--- config.mk ---
export PLATFORM = sky130hd
export DESIGN_NAME = uart_host_cmd_master
export DESIGN_NICKNAME = d
export VERILOG_FILES = /design/src/rtl/uart_host_cmd_master.sv
export SDC_FILE = /design/constraint.sdc
export NUM_CORES = 1
export LEC_CHECK = 0
export BUFFER_PORTS_ARGS = -buffer_cell sky130_fd_sc_hd__buf_2
export CAP_MARGIN = 10
export CORE_MARGIN = 2
export CORE_UTILIZATION = 52
export DETAILED_ROUTE_END_ITERATION = 10
export PLACE_DENSITY = 0.8
export RECOVER_POWER = 50
export SETUP_SLACK_MARGIN = 0.1
export SYNTH_ARGS = -nofsm -noshare
export SYNTH_HDL_FRONTEND = slang
export SYNTH_SLANG_ARGS = --single-unit
--- constraint.sdc ---
create_clock -name clk -period 2.2 [get_ports clk]
set_clock_uncertainty 0.15 [all_clocks]
set_input_delay 0 -clock clk [delete_from_list [all_inputs] [get_ports clk]]
set_output_delay 0 -clock clk [all_outputs]
set_load 0.1 [all_outputs]
--- src/rtl/uart_host_cmd_master.sv ---
// Host-side UART command initiator: frames START_BYTE + command byte, collects a 16-byte response.
// Optional response timeout is enabled by defining UART_HOST_RESP_TIMEOUT_EN.
module uart_host_cmd_master #(
    parameter logic [7:0] START_BYTE     = 8'hA5,
    parameter int         TIMEOUT_CYCLES = 1000000,
    parameter int         TO_W           = 20
) (
    input  logic         clk,
    input  logic         reset,
    input  logic         cmd_valid,
    input  logic [7:0]   cmd_code,
    output logic         cmd_ready,
    output logic         tx_valid,
    output logic [7:0]   tx_byte,
    input  logic         tx_ready,
    input  logic         rx_valid,
    input  logic [7:0]   rx_byte,
    output logic [127:0] resp_data,
    output logic         resp_valid,
    output logic         bad_cmd,
    output logic         timeout_err,
    output logic         busy
);

    localparam logic [7:0] CMD_RESET = 8'h20;
    localparam logic [7:0] CMD_INFO  = 8'h15;

    typedef enum logic [2:0] {IDLE, SEND_START, SEND_CMD, RECV, DONE} state_t;

    state_t     state;
    logic [7:0] cmd_q;
    logic [3:0] cnt;

`ifdef UART_HOST_RESP_TIMEOUT_EN
    localparam logic [TO_W-1:0] TO_LAST = TO_W'(TIMEOUT_CYCLES - 1);
    logic [TO_W-1:0] to_cnt;
`else
    assign timeout_err = 1'b0;
`endif

    assign cmd_ready = (state == IDLE);
    assign busy      = (state != IDLE);

    always_ff @(posedge clk) begin
        if (!reset) begin
            state      <= IDLE;
            cmd_q      <= '0;
            cnt        <= '0;
            resp_data  <= '0;
            tx_valid   <= 1'b0;
            tx_byte    <= '0;
            resp_valid <= 1'b0;
            bad_cmd    <= 1'b0;
`ifdef UART_HOST_RESP_TIMEOUT_EN
            to_cnt      <= '0;
            timeout_err <= 1'b0;
`endif
        end else begin
            resp_valid <= 1'b0;
            bad_cmd    <= 1'b0;
`ifdef UART_HOST_RESP_TIMEOUT_EN
            timeout_err <= 1'b0;
`endif
            case (state)
                IDLE: begin
                    if (cmd_valid) begin
                        if (cmd_code == CMD_RESET || cmd_code == CMD_INFO) begin
                            cmd_q    <= cmd_code;
                            tx_valid <= 1'b1;
                            tx_byte  <= START_BYTE;
                            state    <= SEND_START;
                        end else begin
                            bad_cmd <= 1'b1;
                        end
                    end
                end
                SEND_START: begin
                    if (tx_ready) begin
                        tx_byte <= cmd_q;
                        state   <= SEND_CMD;
                    end
                end
                SEND_CMD: begin
                    if (tx_ready) begin
                        tx_valid <= 1'b0;
                        tx_byte  <= '0;
                        if (cmd_q == CMD_INFO) begin
                            cnt       <= '0;
                            resp_data <= '0;
`ifdef UART_HOST_RESP_TIMEOUT_EN
                            to_cnt    <= '0;
`endif
                            state     <= RECV;
                        end else begin
                            resp_valid <= 1'b1;
                            state      <= DONE;
                        end
                    end
                end
                RECV: begin
                    if (rx_valid) begin
                        resp_data <= {resp_data[119:0], rx_byte};
                        cnt       <= cnt + 4'd1;
`ifdef UART_HOST_RESP_TIMEOUT_EN
                        to_cnt    <= '0;
`endif
                        if (cnt == 4'd15) begin
                            resp_valid <= 1'b1;
                            state      <= DONE;
                        end
                    end
`ifdef UART_HOST_RESP_TIMEOUT_EN
                    // Silence on the line for the full window aborts the frame, keeping partial bytes.
                    else if (to_cnt == TO_LAST) begin
                        to_cnt      <= '0;
                        timeout_err <= 1'b1;
                        state       <= IDLE;
                    end else begin
                        to_cnt <= to_cnt + 1'b1;
                    end
`endif
                end
                DONE:    state <= IDLE;
                default: state <= IDLE;
            endcase
        end
    end

endmodule

## Word level (Yosys, flattened, before mapping)

Index checks and enable logic that the tools add are counted.

| cells by class | value |
|---|---|
| equal/unequal tests | 14 |
| multipliers | 0 |
| $lt $le $gt $ge | 0 |
| div/mod/pow operators | 0 |
| mux-type cells | 31 |
| shift operators | 0 |
| add/subtract/negate cells | 1 |
| bitwise logic cells | 0 |
| reductions and logical operators | 12 |

Operators by type and width:

| kind | count |
|---|---|
| $mux 128 | 3 |
| $pmux 128 s2 | 1 |
| $mux 8 | 4 |
| $pmux 8 s3 | 1 |
| $mux 3 | 7 |
| $eq 8x5->1 const B | 2 |
| $mux 4 | 3 |
| $ne 2x2->1 const B | 6 |
| $pmux 3 s4 | 1 |
| $eq 8x6->1 const B | 1 |
| $mux 1 | 8 |
| $pmux 4 s2 | 1 |
| $reduce_and 4->1 | 2 |
| $eq 3x2->1 const B | 2 |
| $reduce_and 3->1 | 2 |
| $reduce_and 6->1 | 1 |
| $reduce_bool 3->1 | 2 |
| $reduce_and 5->1 | 1 |
| $add 4x1->4 const B | 1 |
| $eq 4x4->1 const B | 1 |
| $pmux 1 s2 | 2 |
| $reduce_bool 2->1 | 2 |
| $eq 3x1->1 const B | 1 |
| $logic_not 3->1 | 1 |
| 2 further kinds | 2 |

| word-level totals | value |
|---|---|
| bits in latches | 0 |
| ROM bits | 0 |
| bits in writable memories | 0 |
| memories kept | 0 |
| output and inout port bits | 142 |
| flip-flop bits (word level) | 154 |
| bits of input ports | 21 |
| word-level logic and storage cells | 66 |

## Logic depth before layout (Yosys ltp)

Gate-level depths: netlist (run 1).

| logic depth | value |
|---|---|
| word-level depth | 5 |
| mapped depth | 8 |
| gate-level depth less buffers | 5 |

## Worst setup path after synthesis (run 1)

OpenSTA, ideal clock, no wires.

| timing | value |
|---|---|
| kind | register to register |
| from | register state[2] |
| to | register cmd_q[1] |
| period minus slack after synthesis | 2.969 ns |
| slack | -0.769 ns |
| data arrival time | 2.701 ns |
| stages on the path, launching flop included | 5 |
| setup time | 0.118 ns |
| data required time | 1.932 ns |
| buffers on the path | 1 |
| path through | dfxtp_1 > buf_4 > nor3_2 > o2111ai_2 > and3_1 |

| on the way | value |
|---|---|
| word-level cells in the longest chain between the ends | 2 |

Ends and longest elaborated chain:

| item | RTL line | source |
|---|---|---|
| start: declaration | 30 | `state_t state;` |
| start signal: assignment | 46 | `state <= IDLE;` |
| start signal: assignment | 71 | `state <= SEND_START;` |
| start signal: assignment | 80 | `state <= SEND_CMD;` |
| $logic_not 3->1 | n/a |  |
| net cmd_ready | 12 | `output logic cmd_ready,` |
| $reduce_and 3->1 (no line) | n/a |  |
| end signal: assignment | 68 | `cmd_q <= cmd_code;` |
| end: declaration | 31 | `logic [7:0] cmd_q;` |

The timed path passes the listed nets, and every way through them passes these cells.
A chain may end at the register's enable or synchronous reset.

## Worst setup path in the final report (run 1)

| timing | value |
|---|---|
| from | register cmd_q[3] |
| to | register resp_data[51] |

| on the way | value |
|---|---|
| word-level cells in the longest chain between the ends | 3 |

Ends and longest elaborated chain:

| item | RTL line | source |
|---|---|---|
| $eq 8x5->1 | 87 | `if (cmd_q == CMD_INFO) begin` |
| $ne 2x2->1 (no line) | n/a |  |
| $reduce_and 4->1 (no line) | n/a |  |
| end signal: assignment | 102 | `resp_data <= {resp_data[119:0], rx_byte};` |
| end: declaration | 18 | `output logic [127:0] resp_data,` |

No other way between the ends.

==> out/results.ini, run 1 <==
[drt]
route.met2.wl_um=7139
vias=4901
vias_per_cell=5.620
drt_wl_total_um=14830
ant_nets=0
drtIter0Drc=393
firstDrtPassIters=6
top_layer_used=met4
wl_met1_um=6518
met3WireLength_um=922
drc=0
wire_per_inst_um=17.00

[power]
p_leak_uw=0.002569
p_total_uw=5677
p_per_area_nw_per_um2=771.8
irDropWorstVdd_uv=490.7

[die]
start_util_pct=53.55
die_w_um=109.9
rows=38
io_pins=163
core_area_sq_um=10890
die-area_sq_um=12080
dieHeight_um=109.9

[sta]
period_needed_ns=2.043
slew_violations=0
worst_slack_ns=0.1571
rsz0062_at_grt=true
hold_ws_ns=0.1409
hold_viol=0
relSlewSlack_pct=20.16
min_period_over_period_pct=92.86
fin_tns_setup_ns=0
tightest_slew_ns=1.203
setup_viol=0
fmax_ghz=0.4895

[yosys]
syn_avg_cell_area_sq_um=10.43
syn-num-nets=581
synth.area.top_cells=dfxtp_1, a22oi_1, nor2b_1
ys_seq_area_share_pct=52.88
synth-main-ff-cell=dfxtp_1
ys_seq_elements=154
yosysUniqueCellTypes=40
synth_edf_count=0
netlist_instances=559
synth_largest_area_cell=dfxtp_1
synthArstFlopShare_pct=0
yosys_warnings=0
netlist_area_sq_um=5831
synth_top_area_share_pct=52.88

[global_routing]
grt_max_degree=131
gr-usage-all-layers_pct=23.90
antenna_found_initial=0
grt_pass1_wl_um=22570
grt-ovfl-total=0
grt_pass1_vias=4553

[placement]
dpl_cell_area_sq_um=6659
place_ws_ns=0.2293
port_buffers=161
dp_hpwl_um=9054
gp_congestion=0.8124

[worst_hold_path]
hp-class=input pin to flop
worstHoldStart=rx_byte[2]

[cts]
cts_buffer_depth=2
cts_tree=yes
clkLatencyLatePin_ns=0.52
numClockSinks=154
path_clk_slew_ns=0.07
htree_levels=4
cts_made_buffers=17
cts_root_buffer=clkbuf_8

[finish]
final_nets=741
diodes=0
drive_above_1_share_pct=16.12
final_cell_mix=dfxtp_1, nor2b_1, a22oi_1
final_common_cell=dfxtp_1
fin_area_sq_um=7356
area_delta_synth_final_pct=26.16

[critical_path]
crit_fanout=52
worstReg2RegStart=cmd_q[3]
crit_required_ns=2.45
crit_type=flop to flop
ff2ff_setup_slack_ns=0.16
setup.worst_path.start_class=flop
endpoint_kind=flop
crit_arrival_ns=2.30
setup.worst_path.start=cmd_q[3]

[flow_run]
drv_cap=0

[status]
status=completed

## logic make-up (layout without fill, tap and decap cells)
logic type	count (synthesis)	after routing	synth area share, %
simple gates	184	184	19.96
flops	154	154	52.88
compound gates	152	152	19.72
buf+inv	52	225	4.571
mux	15	15	2.596
fa+ha+maj	1	1	0.2146
other cells	1	1	0.06432
## critical path: stages, from the launching register on
cell and delay (ns):
dfxtp_1 0.33, nor4b_2 0.56, a41oi_4 0.26, clkbuf_16 0.28
a22oi_1 0.21, nor2b_1 0.09
## routing by layer
| metal | vias up | GRT usage (%) |
|---|---|---|
| li1 | 2333 | - |
| met1 | 2354 | 31.04 |
| met2 | 191 | 37.82 |
| met3 | 23 | 6.758 |
| met4 | 0 | 8.861 |
| met5 | - | 0 |
## worst paths after layout
check / endpoint / cells after the start
worst min-delay path: resp_data[2] / 4
worst max-delay path: resp_data[51] / 5
worst min register to register: tx_byte[1] / 2
worst max register to register: resp_data[51] / 5
## repair_timing
item	4_1_cts	5_1_grt
gates resized for setup	0	6
setup buffers	0	2
hold endpoints to repair	55	0
hold buffers	23	0
endpoints found under the setup margin	0	76
## registers in the layout (all words and copies together) (netlist names)
register,flops
state,3
bad_cmd,1
resp_valid,1
cmd_q,8
tx_valid,1
tx_byte,8
cnt,4
resp_data,128
## where the power goes
group	total [uW]	leakage (uW)	switching (uW)	internal (uW)
Combinational	168	0.00107	85.1	83.2
Sequential	2790	0.00124	1.58	2790
Clock	2720	0.000258	1190	1530
## final cells by class
cell class                      count  area, sq um
Clock buffer                       18        417.9
Clock inverter                     14        138.9
Fill cell                         877         3532
Inverter                            1        3.754
Multi-Input combinational cell    353         2496
Sequential cell                   154         3084
Tap cell                          140        175.2
Timing Repair Buffer              192         1040
## Yosys cell counts, types with 2 or more instances
master	count
o21a_1	2
and3_1	4
clkbuf_1	22
nor2_1	3
nand3b_1	3
nand2_1	14
nor4b_2	2
mux2i_1	14
o21ai_0	9
dfxtp_1	154
buf_4	14
nor3b_1	2
nand2b_1	2
a22oi_1	129
a21oi_1	3
nand4_1	3
nor2b_1	137
and4b_1	2
nand3_1	5
buf_2	15
## through the flow
step | cells | util, %
final | 872 | 67.56
after detailed placement | 814 | 61.16
after global routing | 872 | 67.56
after floorplan | 559 | -
after global placement | 814 | 61.16
after CTS | 869 | 68.39
Power figures use the tool's default switching activity.
==> run 2, diff against run 1 <==
Settings changed: PLACE_DENSITY 0.8 to unset, PLACE_DENSITY_LB_ADDON set to 0.2.
==> run 2 against run 1 <==
Against the previous run:
- flip-flop and latch count stayed put
- via count is 0.69% lower
- largest cell class unchanged
- first-iteration DRC count is 3.8% higher
- design area is 1.4% higher
- global-route usage hardly changed
- die area stayed put
- routed wire length is 2.5% lower
- highest routed layer unchanged
- clock power is 3% lower
- critical path depth stayed put
==> out/results.ini, run 2 (synthesized netlist as in run 1, its figures left out) <==
[placement]
place_ws_ns=0.2332  ; was 0.2293 ns
gp_congestion=0.8419  ; was 0.8124
port_buffers=161  ; unchanged
dpl_cell_area_sq_um=6736  ; was 6659 sq um
dp_hpwl_um=9032  ; was 9054 um

[sta]
hold_viol=0  ; unchanged
fmax_ghz=0.4954  ; was 0.4895 GHz
worst_slack_ns=0.1815  ; was 0.1571 ns
tightest_slew_ns=1.192  ; was 1.203 ns
hold_ws_ns=0.1211  ; was 0.1409 ns
fin_tns_setup_ns=0  ; unchanged
period_needed_ns=2.018  ; was 2.043 ns
min_period_over_period_pct=91.75  ; was 92.86%
rsz0062_at_grt=false  ; was true
setup_viol=0  ; unchanged
slew_violations=0  ; unchanged
relSlewSlack_pct=20.87  ; was 20.16%

[global_routing]
top_usage_layer=met2  ; unchanged
grt_max_degree=107  ; was 131
grt_use_met3_pct=7.469  ; was 6.758%
grt_pass1_wl_um=22270  ; was 22570 um
grt-ovfl-total=0  ; unchanged
grtUsageMet1_pct=31.70  ; was 31.04%
grt_pass1_vias=4396  ; was 4553
gr-usage-all-layers_pct=23.89  ; was 23.90%
antenna_found_initial=0  ; unchanged
use_met2_pct=35.98  ; was 37.82%

[power]
irDropWorstVdd_uv=417.7  ; was 490.7 uV
p_leak_uw=0.002717  ; was 0.002569 uW
p_per_area_nw_per_um2=752.5  ; was 771.8 nW/um^2
p_total_uw=5614  ; was 5677 uW

[worst_hold_path]
hp-class=input pin to flop  ; unchanged
hold_depth=4  ; unchanged

[finish]
reg_top3=resp_data: 128 flops, cmd_q: 8 flops, tx_byte: 8 flops  ; unchanged
final_common_cell=dfxtp_1  ; unchanged
regMostFlops=resp_data  ; unchanged
final_cell_mix=dfxtp_1, nor2b_1, a22oi_1  ; unchanged
largest_register_ffs=128  ; unchanged
drive_above_1_share_pct=20.87  ; was 16.12%
final_nets=748  ; was 741
area_delta_synth_final_pct=27.96  ; was 26.16%
fin_area_sq_um=7461  ; was 7356 sq um
diodes=0  ; unchanged

[flow_run]
drv_cap=0  ; unchanged

[drt]
drtIter0Drc=408  ; was 393
drt_wl_total_um=14460  ; was 14830 um
vias_per_cell=5.543  ; was 5.620
wire_per_inst_um=16.46  ; was 17.00 um
vias=4867  ; was 4901
drc=0  ; unchanged
ant_nets=0  ; unchanged
firstDrtPassIters=6  ; unchanged

[die]
core_area_sq_um=10890  ; unchanged
die-area_sq_um=12080  ; unchanged
dieHeight_um=109.9  ; unchanged
io_pins=163  ; unchanged
die_w_um=109.9  ; unchanged
rows=38  ; unchanged
start_util_pct=53.55  ; unchanged

[critical_path]
crit_type=flop to flop  ; unchanged
r2r-end=cmd_q[3]  ; was resp_data[51]
crit_arrival_ns=2.28  ; was 2.30 ns
ff2ff_setup_slack_ns=0.18  ; was 0.16 ns
worstReg2RegStart=state[2]  ; was cmd_q[3]
setup.worst_path.start=state[2]  ; was cmd_q[3]
crit_end=cmd_q[3]  ; was resp_data[51]
ff2ff_path_depth=5  ; unchanged
crit_fanout=9  ; was 52
crit_required_ns=2.46  ; was 2.45 ns
setup.worst_path.start_class=flop  ; unchanged
endpoint_kind=flop  ; unchanged

[cts]
clkLatencyLatePin_ns=0.53  ; was 0.52 ns
cts_made_buffers=17  ; unchanged
cts_root_buffer=clkbuf_8  ; unchanged
numClockSinks=154  ; unchanged
cts_tree=yes  ; unchanged
path_clk_slew_ns=0.06  ; was 0.07 ns
htree_levels=4  ; unchanged
cts_buffer_depth=2  ; unchanged

[status]
status=completed  ; unchanged

run 2: cell types whose count changed in the layout (fill, tap and decap cells not counted), moves of 2 or more:
cell	change
buf_12	+4
clkinv_4	-2
clkbuf_1	-30
dlygate4sd3_1	+2
clkbuf_8	+3
clkinv_2	+4
clkbuf_2	+30
clkinvlp_4	-3
buf_4	+6
inv_6	-3
inv_8	-2
run 2: timing repair:
action	CTS	global route
setup buffers	0	2
hold buffers	24	0
gates resized for setup	0	2
endpoints found under the setup margin	0	13
hold endpoints to repair	56	0
run 2: cell type report:
| type | count | area [sq um] |
|---|---|---|
| fillers | 910 | 3427 |
| well taps | 140 | 175.2 |
| inverters | 1 | 3.754 |
| flip-flops and latches | 154 | 3084 |
| multi-input cells | 353 | 2522 |
| repair buffers | 199 | 1139 |
| clock inverters | 8 | 70.07 |
| clock buffers | 23 | 466.7 |
run 2: per-layer routing:
layer / share of wire (%) / wire, um / vias to the layer above
met5: 0 / 0 / -
met3: 6.1 / 889 / 16
met2: 46 / 6705 / 163
met4: 1.6 / 232 / 0
li1: - / - / 2343
met1: 46 / 6630 / 2345
run 2: stage by stage:
stage,std cells,utilization (%)
final,878,68.52
after global routing,878,68.52
after CTS,876,69.01
after detailed placement,821,61.87
after global placement,821,61.87
after floorplan,559,-
run 2: critical path, stage by stage, from the launching register on:
cell and delay [ns]:
dfxtp_1 0.34, buf_4 0.17, nor3_4 0.21, o2111ai_4 0.24
and3_1 0.23, dlygate4sd3_1 0.56
run 2: power breakdown:
| part | internal (uW) | switching (uW) | leakage, uW | total [uW] |
|---|---|---|---|---|
| registers | 2790 | 1.58 | 0.00124 | 2790 |
| logic | 83.7 | 86.4 | 0.00121 | 170 |
| clock network | 1570 | 1080 | 0.000263 | 2650 |
run 2: how the worst min path moves through the flow:
stage | start | end | slack (ns)
global route | rx_byte[5] | resp_data[5] | 0.14
detailed placement | rx_byte[1] | resp_data[1] | 0.13
floorplan | cmd_code[4] | cmd_q[0] | 0.02
finish | rx_byte[7] | resp_data[7] | 0.12
CTS | rx_byte[7] | resp_data[7] | 0.10
global placement | rx_byte[2] | resp_data[2] | 0.12
